==> config.mk <==
export PLATFORM = sky130hd
export DESIGN_NAME = chroma_sequencer_flat
export DESIGN_NICKNAME = d
export VERILOG_FILES = /design/src/rtl/ntsc_pkg.sv /design/src/rtl/chroma_sequencer_if.sv /design/src/rtl/chroma_sequencer_line_timer.sv /design/src/rtl/chroma_sequencer.sv /design/src/flat_wrapper.sv
export SDC_FILE = /design/constraint.sdc
export NUM_CORES = 1
export LEC_CHECK = 0
export ABC_CLOCK_PERIOD_IN_PS = 3400
export BUFFER_PORTS_ARGS = -buffer_cell sky130_fd_sc_hd__buf_2
export CAP_MARGIN = 10
export CORE_MARGIN = 8
export CORE_UTILIZATION = 50
export CTS_BUF_LIST = sky130_fd_sc_hd__clkbuf_4 sky130_fd_sc_hd__clkbuf_8
export DETAILED_ROUTE_END_ITERATION = 8
export PLACE_DENSITY = 0.68
export SLEW_MARGIN = 20
export SYNTH_ARGS = -nofsm -noshare
export SYNTH_HDL_FRONTEND = slang
export SYNTH_SLANG_ARGS = --single-unit
==> constraint.sdc <==
create_clock -name clk_in -period 3.4 [get_ports clk_in]
set_clock_uncertainty 0.2 [all_clocks]
set_input_delay 0.34 -clock clk_in [delete_from_list [all_inputs] [get_ports clk_in]]
set_output_delay 0.34 -clock clk_in [all_outputs]
set_load 0.005 [all_outputs]
==> src/rtl/ntsc_pkg.sv <==
// Shared NTSC line-timing types and defaults for the chroma sequencer.
// The sample-counter width is derived from the longest default segment.
package ntsc_pkg;

    typedef enum logic [2:0] {
        ST_IDLE   = 3'd0,
        ST_SYNC   = 3'd1,
        ST_BREEZE = 3'd2,
        ST_BURST  = 3'd3,
        ST_BACK   = 3'd4,
        ST_ACTIVE = 3'd5,
        ST_FRONT  = 3'd6
    } seq_state_t;

    typedef enum logic [1:0] {
        CSEL_ZERO   = 2'd0,
        CSEL_BURST  = 2'd1,
        CSEL_CHROMA = 2'd2
    } chroma_sel_t;

    localparam int unsigned DEF_SYNC_SAMPLES   = 940;
    localparam int unsigned DEF_BREEZE_SAMPLES = 120;
    localparam int unsigned DEF_BURST_SAMPLES  = 500;
    localparam int unsigned DEF_BACK_SAMPLES   = 320;
    localparam int unsigned DEF_ACTIVE_SAMPLES = 10532;
    localparam int unsigned DEF_FRONT_SAMPLES  = 300;
    localparam int unsigned DEF_LINES          = 525;

    function automatic int unsigned max6(int unsigned a, int unsigned b, int unsigned c,
                                         int unsigned d, int unsigned e, int unsigned f);
        int unsigned m;
        m = a;
        if (b > m) m = b;
        if (c > m) m = c;
        if (d > m) m = d;
        if (e > m) m = e;
        if (f > m) m = f;
        return m;
    endfunction

    localparam int unsigned MAX_SEG = max6(DEF_SYNC_SAMPLES, DEF_BREEZE_SAMPLES, DEF_BURST_SAMPLES,
                                           DEF_BACK_SAMPLES, DEF_ACTIVE_SAMPLES, DEF_FRONT_SAMPLES);
    localparam int unsigned CNT_W  = $clog2(MAX_SEG + 1);
    localparam int unsigned LINE_W = 10;

    function automatic seq_state_t next_state(seq_state_t s);
        case (s)
            ST_SYNC:   return ST_BREEZE;
            ST_BREEZE: return ST_BURST;
            ST_BURST:  return ST_BACK;
            ST_BACK:   return ST_ACTIVE;
            ST_ACTIVE: return ST_FRONT;
            ST_FRONT:  return ST_SYNC;
            default:   return ST_IDLE;
        endcase
    endfunction

endpackage

==> src/rtl/chroma_sequencer_if.sv <==
// Control and status bundle between the sample pipeline and the chroma sequencer.
interface chroma_sequencer_if;
    logic                          enable_in;
    logic                          step_in;
    logic                          lo_step_out;
    logic [1:0]                    chroma_sel_out;
    logic                          sync_out;
    logic                          active_out;
    logic                          line_start_out;
    logic [ntsc_pkg::LINE_W-1:0]   line_count_out;
    logic [2:0]                    state_out;

    modport master (
        output enable_in, step_in,
        input  lo_step_out, chroma_sel_out, sync_out, active_out,
               line_start_out, line_count_out, state_out
    );

    modport slave (
        input  enable_in, step_in,
        output lo_step_out, chroma_sel_out, sync_out, active_out,
               line_start_out, line_count_out, state_out
    );
endinterface

==> src/rtl/chroma_sequencer_line_timer.sv <==
// Per-segment sample counter with terminal-count detect for the line sequencer.
module line_timer
    import ntsc_pkg::*;
(
    input  logic             clk,
    input  logic             rst,
    input  logic             clear,
    input  logic             advance,
    input  logic [CNT_W-1:0] seg_len,
    output logic             terminal
);
    logic [CNT_W-1:0] count;

    assign terminal = (count == seg_len - CNT_W'(1));

    always_ff @(posedge clk or posedge rst) begin
        if (rst) begin
            count <= '0;
        end else if (clear) begin
            count <= '0;
        end else if (advance) begin
            count <= terminal ? '0 : count + CNT_W'(1);
        end
    end
endmodule

==> src/rtl/chroma_sequencer.sv <==
// NTSC line sequencer: walks SYNC..FRONT per accepted sample and selects the
// mixer source (zero / burst reference / chroma) for each segment.
module chroma_sequencer
    import ntsc_pkg::*;
#(
    parameter int unsigned SYNC_SAMPLES   = DEF_SYNC_SAMPLES,
    parameter int unsigned BREEZE_SAMPLES = DEF_BREEZE_SAMPLES,
    parameter int unsigned BURST_SAMPLES  = DEF_BURST_SAMPLES,
    parameter int unsigned BACK_SAMPLES   = DEF_BACK_SAMPLES,
    parameter int unsigned ACTIVE_SAMPLES = DEF_ACTIVE_SAMPLES,
    parameter int unsigned FRONT_SAMPLES  = DEF_FRONT_SAMPLES,
    parameter int unsigned LINES          = DEF_LINES
) (
    input  logic              clk_in,
    input  logic              rst_in,
    chroma_sequencer_if.slave bus
);
    seq_state_t        state;
    chroma_sel_t       chroma_sel;
    logic              line_start;
    logic [LINE_W-1:0] line_count;
    logic [CNT_W-1:0]  seg_len;
    logic              run;
    logic              hold;
    logic              advance;
    logic              terminal;

    assign run     = bus.enable_in && (state != ST_IDLE);
    assign hold    = !run;
    assign advance = run && bus.step_in;

    always_comb begin
        seg_len = CNT_W'(SYNC_SAMPLES);
        case (state)
            ST_BREEZE: seg_len = CNT_W'(BREEZE_SAMPLES);
            ST_BURST:  seg_len = CNT_W'(BURST_SAMPLES);
            ST_BACK:   seg_len = CNT_W'(BACK_SAMPLES);
            ST_ACTIVE: seg_len = CNT_W'(ACTIVE_SAMPLES);
            ST_FRONT:  seg_len = CNT_W'(FRONT_SAMPLES);
            default:   seg_len = CNT_W'(SYNC_SAMPLES);
        endcase
    end

    line_timer u_line_timer (
        .clk      (clk_in),
        .rst      (rst_in),
        .clear    (hold),
        .advance  (advance),
        .seg_len  (seg_len),
        .terminal (terminal)
    );

    // Disable outranks a coincident terminal step, so the line count never bumps on exit.
    always_ff @(posedge clk_in or posedge rst_in) begin
        if (rst_in) begin
            state      <= ST_IDLE;
            line_start <= 1'b0;
            line_count <= '0;
        end else if (!bus.enable_in) begin
            state      <= ST_IDLE;
            line_start <= 1'b0;
            line_count <= '0;
        end else if (state == ST_IDLE) begin
            state      <= ST_SYNC;
            line_start <= 1'b1;
        end else if (advance && terminal) begin
            state      <= next_state(state);
            line_start <= (state == ST_FRONT);
            if (state == ST_FRONT) begin
                line_count <= (line_count == LINE_W'(LINES - 1)) ? '0 : line_count + LINE_W'(1);
            end
        end else begin
            line_start <= 1'b0;
        end
    end

    always_comb begin
        chroma_sel = CSEL_ZERO;
        case (state)
            ST_BURST:  chroma_sel = CSEL_BURST;
            ST_ACTIVE: chroma_sel = CSEL_CHROMA;
            default:   chroma_sel = CSEL_ZERO;
        endcase
    end

    assign bus.chroma_sel_out = chroma_sel;
    assign bus.state_out      = state;
    assign bus.sync_out       = (state == ST_SYNC);
    assign bus.active_out     = (state == ST_ACTIVE);
    assign bus.lo_step_out    = advance;
    assign bus.line_start_out = line_start;
    assign bus.line_count_out = line_count;
endmodule

==> src/flat_wrapper.sv <==
// flat-port wrapper written by rule: the top's interface ports become plain ports
module chroma_sequencer_flat import ntsc_pkg::*;
#(
    parameter int unsigned SYNC_SAMPLES   = DEF_SYNC_SAMPLES,
    parameter int unsigned BREEZE_SAMPLES = DEF_BREEZE_SAMPLES,
    parameter int unsigned BURST_SAMPLES  = DEF_BURST_SAMPLES,
    parameter int unsigned BACK_SAMPLES   = DEF_BACK_SAMPLES,
    parameter int unsigned ACTIVE_SAMPLES = DEF_ACTIVE_SAMPLES,
    parameter int unsigned FRONT_SAMPLES  = DEF_FRONT_SAMPLES,
    parameter int unsigned LINES          = DEF_LINES
)
  (clk_in, rst_in, bus_enable_in, bus_step_in, bus_lo_step_out, bus_chroma_sel_out, bus_sync_out, bus_active_out, bus_line_start_out, bus_line_count_out, bus_state_out);
  chroma_sequencer_if bus_i ();
  input  logic clk_in;
  input  logic rst_in;
  input wire logic [$bits(bus_i.enable_in)-1:0] bus_enable_in;
  input wire logic [$bits(bus_i.step_in)-1:0] bus_step_in;
  output wire logic [$bits(bus_i.lo_step_out)-1:0] bus_lo_step_out;
  output wire logic [$bits(bus_i.chroma_sel_out)-1:0] bus_chroma_sel_out;
  output wire logic [$bits(bus_i.sync_out)-1:0] bus_sync_out;
  output wire logic [$bits(bus_i.active_out)-1:0] bus_active_out;
  output wire logic [$bits(bus_i.line_start_out)-1:0] bus_line_start_out;
  output wire logic [$bits(bus_i.line_count_out)-1:0] bus_line_count_out;
  output wire logic [$bits(bus_i.state_out)-1:0] bus_state_out;
  assign bus_i.enable_in = bus_enable_in;
  assign bus_i.step_in = bus_step_in;
  assign bus_lo_step_out = bus_i.lo_step_out;
  assign bus_chroma_sel_out = bus_i.chroma_sel_out;
  assign bus_sync_out = bus_i.sync_out;
  assign bus_active_out = bus_i.active_out;
  assign bus_line_start_out = bus_i.line_start_out;
  assign bus_line_count_out = bus_i.line_count_out;
  assign bus_state_out = bus_i.state_out;
  chroma_sequencer #(.SYNC_SAMPLES(SYNC_SAMPLES), .BREEZE_SAMPLES(BREEZE_SAMPLES), .BURST_SAMPLES(BURST_SAMPLES), .BACK_SAMPLES(BACK_SAMPLES), .ACTIVE_SAMPLES(ACTIVE_SAMPLES), .FRONT_SAMPLES(FRONT_SAMPLES), .LINES(LINES)) u_core (.clk_in(clk_in), .rst_in(rst_in), .bus(bus_i));
endmodule
; ---- Word-level counts from Yosys, hierarchy flattened
; Index checks and enable logic that the tools add are counted.
[totals]
out_inout_bits = 19
wordCells = 43
regBits = 28
[op_classes]
n_mux = 17
reduce_logical = 6
eq_ne = 13
addsub = 3
[op_table]
columns = op, count
row1 = $pmux 14 s5, 1
row2 = $mux 10, 5
row3 = $mux 14, 3
row4 = $pmux 3 s6, 1
row5 = $add 14x1->14 const B, 1
row6 = $eq 14x14->1, 1
row7 = $sub 14x1->14 const B, 1
row8 = $add 10x1->10 const B, 1
row9 = $eq 10x10->1 const B, 1
row10 = $eq 3x3->1 const B, 3
row11 = $mux 3, 3
row12 = $eq 3x2->1 const B, 2
row13 = $ne 2x1->1 const B, 2
row14 = $ne 2x2->1 const B, 2
row15 = $pmux 2 s2, 1
row16 = $eq 3x1->1 const B, 1
row17 = $logic_and 1x1->1, 3
row18 = $logic_not 3->1, 1
row19 = $mux 1, 3
row20 = $ne 3x1->1 const B, 1
row21 = $reduce_and 3->1, 1
row22 = $reduce_bool 3->1, 1

; ---- Longest topological paths before layout
[logic_depth]
word_depth = 8
mapped_depth = 10

; ---- Hierarchy
; Synthesis repeated with hierarchy kept, for this count alone.
[unflattened]
cells_unflattened = 252
hier_area_um2 = 2165.8
[by_module_without_submodules]
columns = module, area_each_um2, cells_each, n_inst
row1 = line_timer, 1246.2, 145, 1
row2 = chroma_sequencer, 919.6, 107, 1

; ---- Least setup slack after synthesis
; OpenSTA, ideal clock, no wires.
[synth_path]
kind = register to register
startpoint = reg u_core.state[1], in the netlist u_core.bus.state_out[1]
endpoint = reg u_core.line_count[6], in the netlist u_core.bus.line_count_out[6]
setup_slack_ns = 0.721
synth_period_minus_slack_ns = 2.679
arrival_ns = 2.387
n_path_buf = 2
path_stages_with_launch = 11
path_cell_list = dfrtp_1 > buf_4 > nand2b_1 > a21oi_1 > ha_1 > xor2_1 > o2111a_1 > o2111ai_2 > or4_1 > buf_2 > o31ai_2
[synth_via]
elab_chain_len = 7
[synth_rtl]
columns = item, line
row1 = "start, declared", chroma_sequencer.sv:18  ; seq_state_t state;
row2 = "start signal, assigned", chroma_sequencer.sv:67  ; state <= next_state(state);
row3 = "$eq 3x3->1, or another cell as far along", "chroma_sequencer.sv:34, chroma_sequencer.sv:69"
row4 = $pmux 14 s5, chroma_sequencer.sv:34  ; case (state)
row5 = $sub 14x1->14, chroma_sequencer_line_timer.sv:14  ; assign terminal = (count == seg_len - CNT_W'(1));
row6 = $eq 14x14->1, chroma_sequencer_line_timer.sv:14
row7 = $logic_and 1x1->1, chroma_sequencer.sv:66  ; end else if (advance && terminal) begin
row8 = $ne 2x1->1 (no line), -
row9 = $reduce_and 3->1 (no line) (*), -
row10 = "end signal, assigned", chroma_sequencer.sv:70  ; line_count <= (line_count == LINE_W'(LINES - 1)) ? '0 : line_count + LINE_W'(1);
row11 = "end, declared", chroma_sequencer.sv:21  ; logic [LINE_W-1:0] line_count;
; Mark *: on every way between the ends. The rest lies on a longest branch, timed or not.
; A chain may end at the register's enable or synchronous reset.

; ---- Worst setup path in the final report
; Ends and elaborated chain as after synthesis.

==> impl_metrics.py <==
metrics = {
    "sta": {
        "postLayoutSetupSlackWorst_ns": 0.5297,
        "fmax_ghz": 0.3484,
        "hold_viol_final": 0,
        "fin_crit_ns": 2.870,
        "finalSetupTns_ns": 0,
        "rsz0062_at_grt": "no",
        "worst_slew_pin_slew_ns": 0.8186,
        "max_slew_margin_pct": 44.97,
        "whs_ns": 0.1992,
        "setup_viol": 0,
        "post-route-period-util_pct": 84.42,
        "finalMaxSlewViolations": 0,
    },
    "drt": {
        "drt-total-wl_mm": 4.812,
        "drc_errors": 0,
        "ant_nets": 0,
        "drt_iter0_markers": 110,
        "vias_per_cell": 6.110,
        "post_drt_wl_per_cell_um": 16.09,
        "drt-pass1-iter-count": 4,
        "via_count": 1827,
    },
    "critical_path": {
        "cpMaxStageDelayCell": "or4_1",
        "startpoint_type": "register",
        "path_cells": "nand2b_1, a21oi_1, ha_1, xnor2_1, o22ai_1, a31oi_2, or4_1, o31ai_2",
        "worstPathArrival_ns": 2.86,
        "worstPathMaxFanout": 10,
        "worst_setup_path_end_kind": "register",
        "crit_type": "reg -> reg",
        "cpPeakStageDelay_ns": 0.75,
        "critPathRequiredTime_ns": 3.39,
    },
    "place": {
        "post-place-cells": 295,
        "port_buffers": 22,
        "post-place-ws_ns": 0.5624,
        "place_area_um2": 2181,
        "hpwl_mm": 3.515,
        "place_congestion": 0.8471,
    },
    "run": {
        "cap_violations": 0,
    },
    "cts": {
        "cts_tree": "yes",
        "cts_setup_buffers": 0,
        "cts.sinks": 28,
        "clk_path_buf_depth": 2,
        "h-tree-depth": 1,
        "post_cts_resized": 0,
        "clk_latency_ns": 0.28,
        "root_buffer": "clkbuf_8",
        "numCtsBuffers": 3,
        "clk_pin_slew_ns": 0.10,
    },
    "global_route": {
        "grt_pass1_wl_mm": 8.404,
        "grt_max_degree": 26,
        "antenna_found_initial": 0,
        "grt-ovfl-total": 0,
        "grt_pass1_vias": 1713,
        "grtUsageTotal_pct": 16.06,
    },
    "status": {
        "outcome": "finished, final reports clean",
    },
    "finish": {
        "multi_input_area_um2": 1225,
        "final_nets": 259,
        "drive_above_1_share_pct": 18.07,
        "utilization_pct": 56.21,
        "stdcell_area_um2": 2232,
        "area_delta_synth_final_pct": 9.046,
        "final_cells": 299,
        "fill_cells": 371,
        "layout.area.seq_um2": 700.7,
        "n_antenna_cell": 0,
        "layout_common_cells": "nand2_1 (28), dfrtp_1 (28), buf_2 (22)",
    },
    "die": {
        "start_util_pct": 51.54,
        "die_y_um": 79.99,
        "ios": 23,
        "rows": 23,
        "chipWidth_um": 79.99,
        "core-area_um2": 3971,
        "die_area_um2": 6398,
    },
    "yosys": {
        "netlist_instances": 234,
        "synth_area_um2": 2047,
        "syn_area_per_cell_um2": 8.748,
        "synth-simple-area-share_pct": 28.67,
        "muxShareOfSynthArea_pct": 2.139,
        "synth.distinct_cells": 60,
        "synth-xor-area-share_pct": 4.707,
        "yosys_warnings": 0,
        "syn_nets": 242,
        "synth_fa_ha_area_share_pct": 2.445,
        "synth-compound-area-share_pct": 21.58,
        "ys_seq_elements": 28,
        "ys.flop_type": "dfrtp_1",
        "synth_edf_count": 0,
        "synth-async-reset-ratio_pct": 100.0,
        "synth_top_family_by_area": "simple AND/OR/NAND/NOR gates",
        "synth_seq_area_share_pct": 34.23,
    },
    "power": {
        "pwr-share-seq_pct": 61.2,
        "power.total_uw": 550.9,
        "p_leak_nw": 0.9399,
        "clkPwrFrac_pct": 32.6,
        "combinationalPowerShare_pct": 6.1,
        "switchingPower_uw": 126.1,
        "internal_power_uw": 424.9,
        "powerDensity_nw_per_um2": 246.8,
        "vdd_drop_max_v": 0.0001504,
        "switching_share_pct": 22.88,
    },
    "worst_hold_path": {
        "hold_class": "in -> reg",
    },
}
==> registers in the layout (all words and copies together), names as in the netlist <==
signal,flops
u_core.bus.state_out,3
u_core.bus.line_start_out,1
u_core.u_line_timer.count,14
u_core.bus.line_count_out,10
==> power groups by stage <==
| stage | clock (mW) | combinational, mW | sequential (mW) |
|---|---|---|---|
| after global routing | 0.202 | 0.0389 | 0.338 |
| after global placement | 0 | 0.0335 | 0.344 |
| after detailed placement | 0 | 0.0334 | 0.344 |
| after CTS | 0.189 | 0.0343 | 0.338 |
| final | 0.180 | 0.0338 | 0.337 |
| after floorplan | 0 | 0.0232 | 0.343 |
==> path summary, 6_finish.rpt <==
path                                               from                      endpoint  slack, ns  cells past startpoint
max in group asynchronous                        rst_in  u_core.bus.line_count_out[0]       1.89                      4
hold reg to reg            u_core.u_line_timer.count[5]  u_core.u_line_timer.count[5]       0.36                      2
setup / recovery                u_core.bus.state_out[1]  u_core.bus.line_count_out[6]       0.53                      8
min in group asynchronous                        rst_in  u_core.bus.line_count_out[1]       0.48                      3
setup reg to reg                u_core.bus.state_out[1]  u_core.bus.line_count_out[6]       0.53                      8
hold / removal                            bus_enable_in       u_core.bus.state_out[0]       0.20                      3
==> layout make-up <==
class,instances,area share (%)
sequential,28,31.39
tap,50,2.803
inverter,8,1.345
multi-input combinational,180,54.88
clock buffer,3,1.850
timing repair buffer,30,7.735
==> repair_timing <==
action / CTS / global route
hold buffers: 1 / 0
hold endpoints to repair: 15 / 0
endpoints found under the setup margin: 0 / 0
==> synth_stat cells (3+ instances only) <==
cell      count  share of area [%]
a31oi_1       3               0.92
o311ai_1      5                2.1
nor3b_1       4                1.5
nand3_1       8                2.0
buf_2         3               0.73
ha_1          4                2.4
nand2_1      28                5.1
nand3b_1      6                2.2
and2_1        4                1.2
nor4_1        4                1.2
xor2_1        3                1.3
nor2_1       11                2.0
nor3_1        4               0.98
inv_1         8                1.5
mux2i_1       3                1.5
o22ai_1       4                1.2
nand2b_1      3               0.92
nor2b_1       3               0.92
buf_4         5                1.8
xnor2_1       8                3.4
clkbuf_1      9                1.7
o21ai_0      12                2.9
dfrtp_1      28                 34
a32o_1        4                2.0
o21ai_1       7                1.7
o211ai_1      6                2.2
and3_1        4                1.2
nand4_1       6                1.8
==> routing by layer <==
metal  vias up  part of all wire, %  global-route usage [%]  wire, µm
met5         -                    0                       0         0
met4         0                  1.1                   5.091        55
met3         6                  3.7                   2.140       177
met2        40                   46                   24.41      2226
met1       881                   49                   22.74      2352
li1        900                    -                       -         -
==> critical path, delay by kind of cell (launching register included) <==
family	cells	cell delay (ns)
and+or+nand+nor	2	0.96
AOI/OAI and AO/OA	4	0.84
DFF	1	0.48
adders and majority gates	1	0.22
xor gates and xnor gates	1	0.08
==> logic make-up after synthesis <==
group	count (synthesis)
multiplexers	4
AND/OR/NAND/NOR	102
XOR/XNOR	11
flip-flops	28
adder cells (fa/ha/maj)	4
AO/OA/AOI/OAI	59
buffers and inverters	26
(Power assumes the default switching activity.)
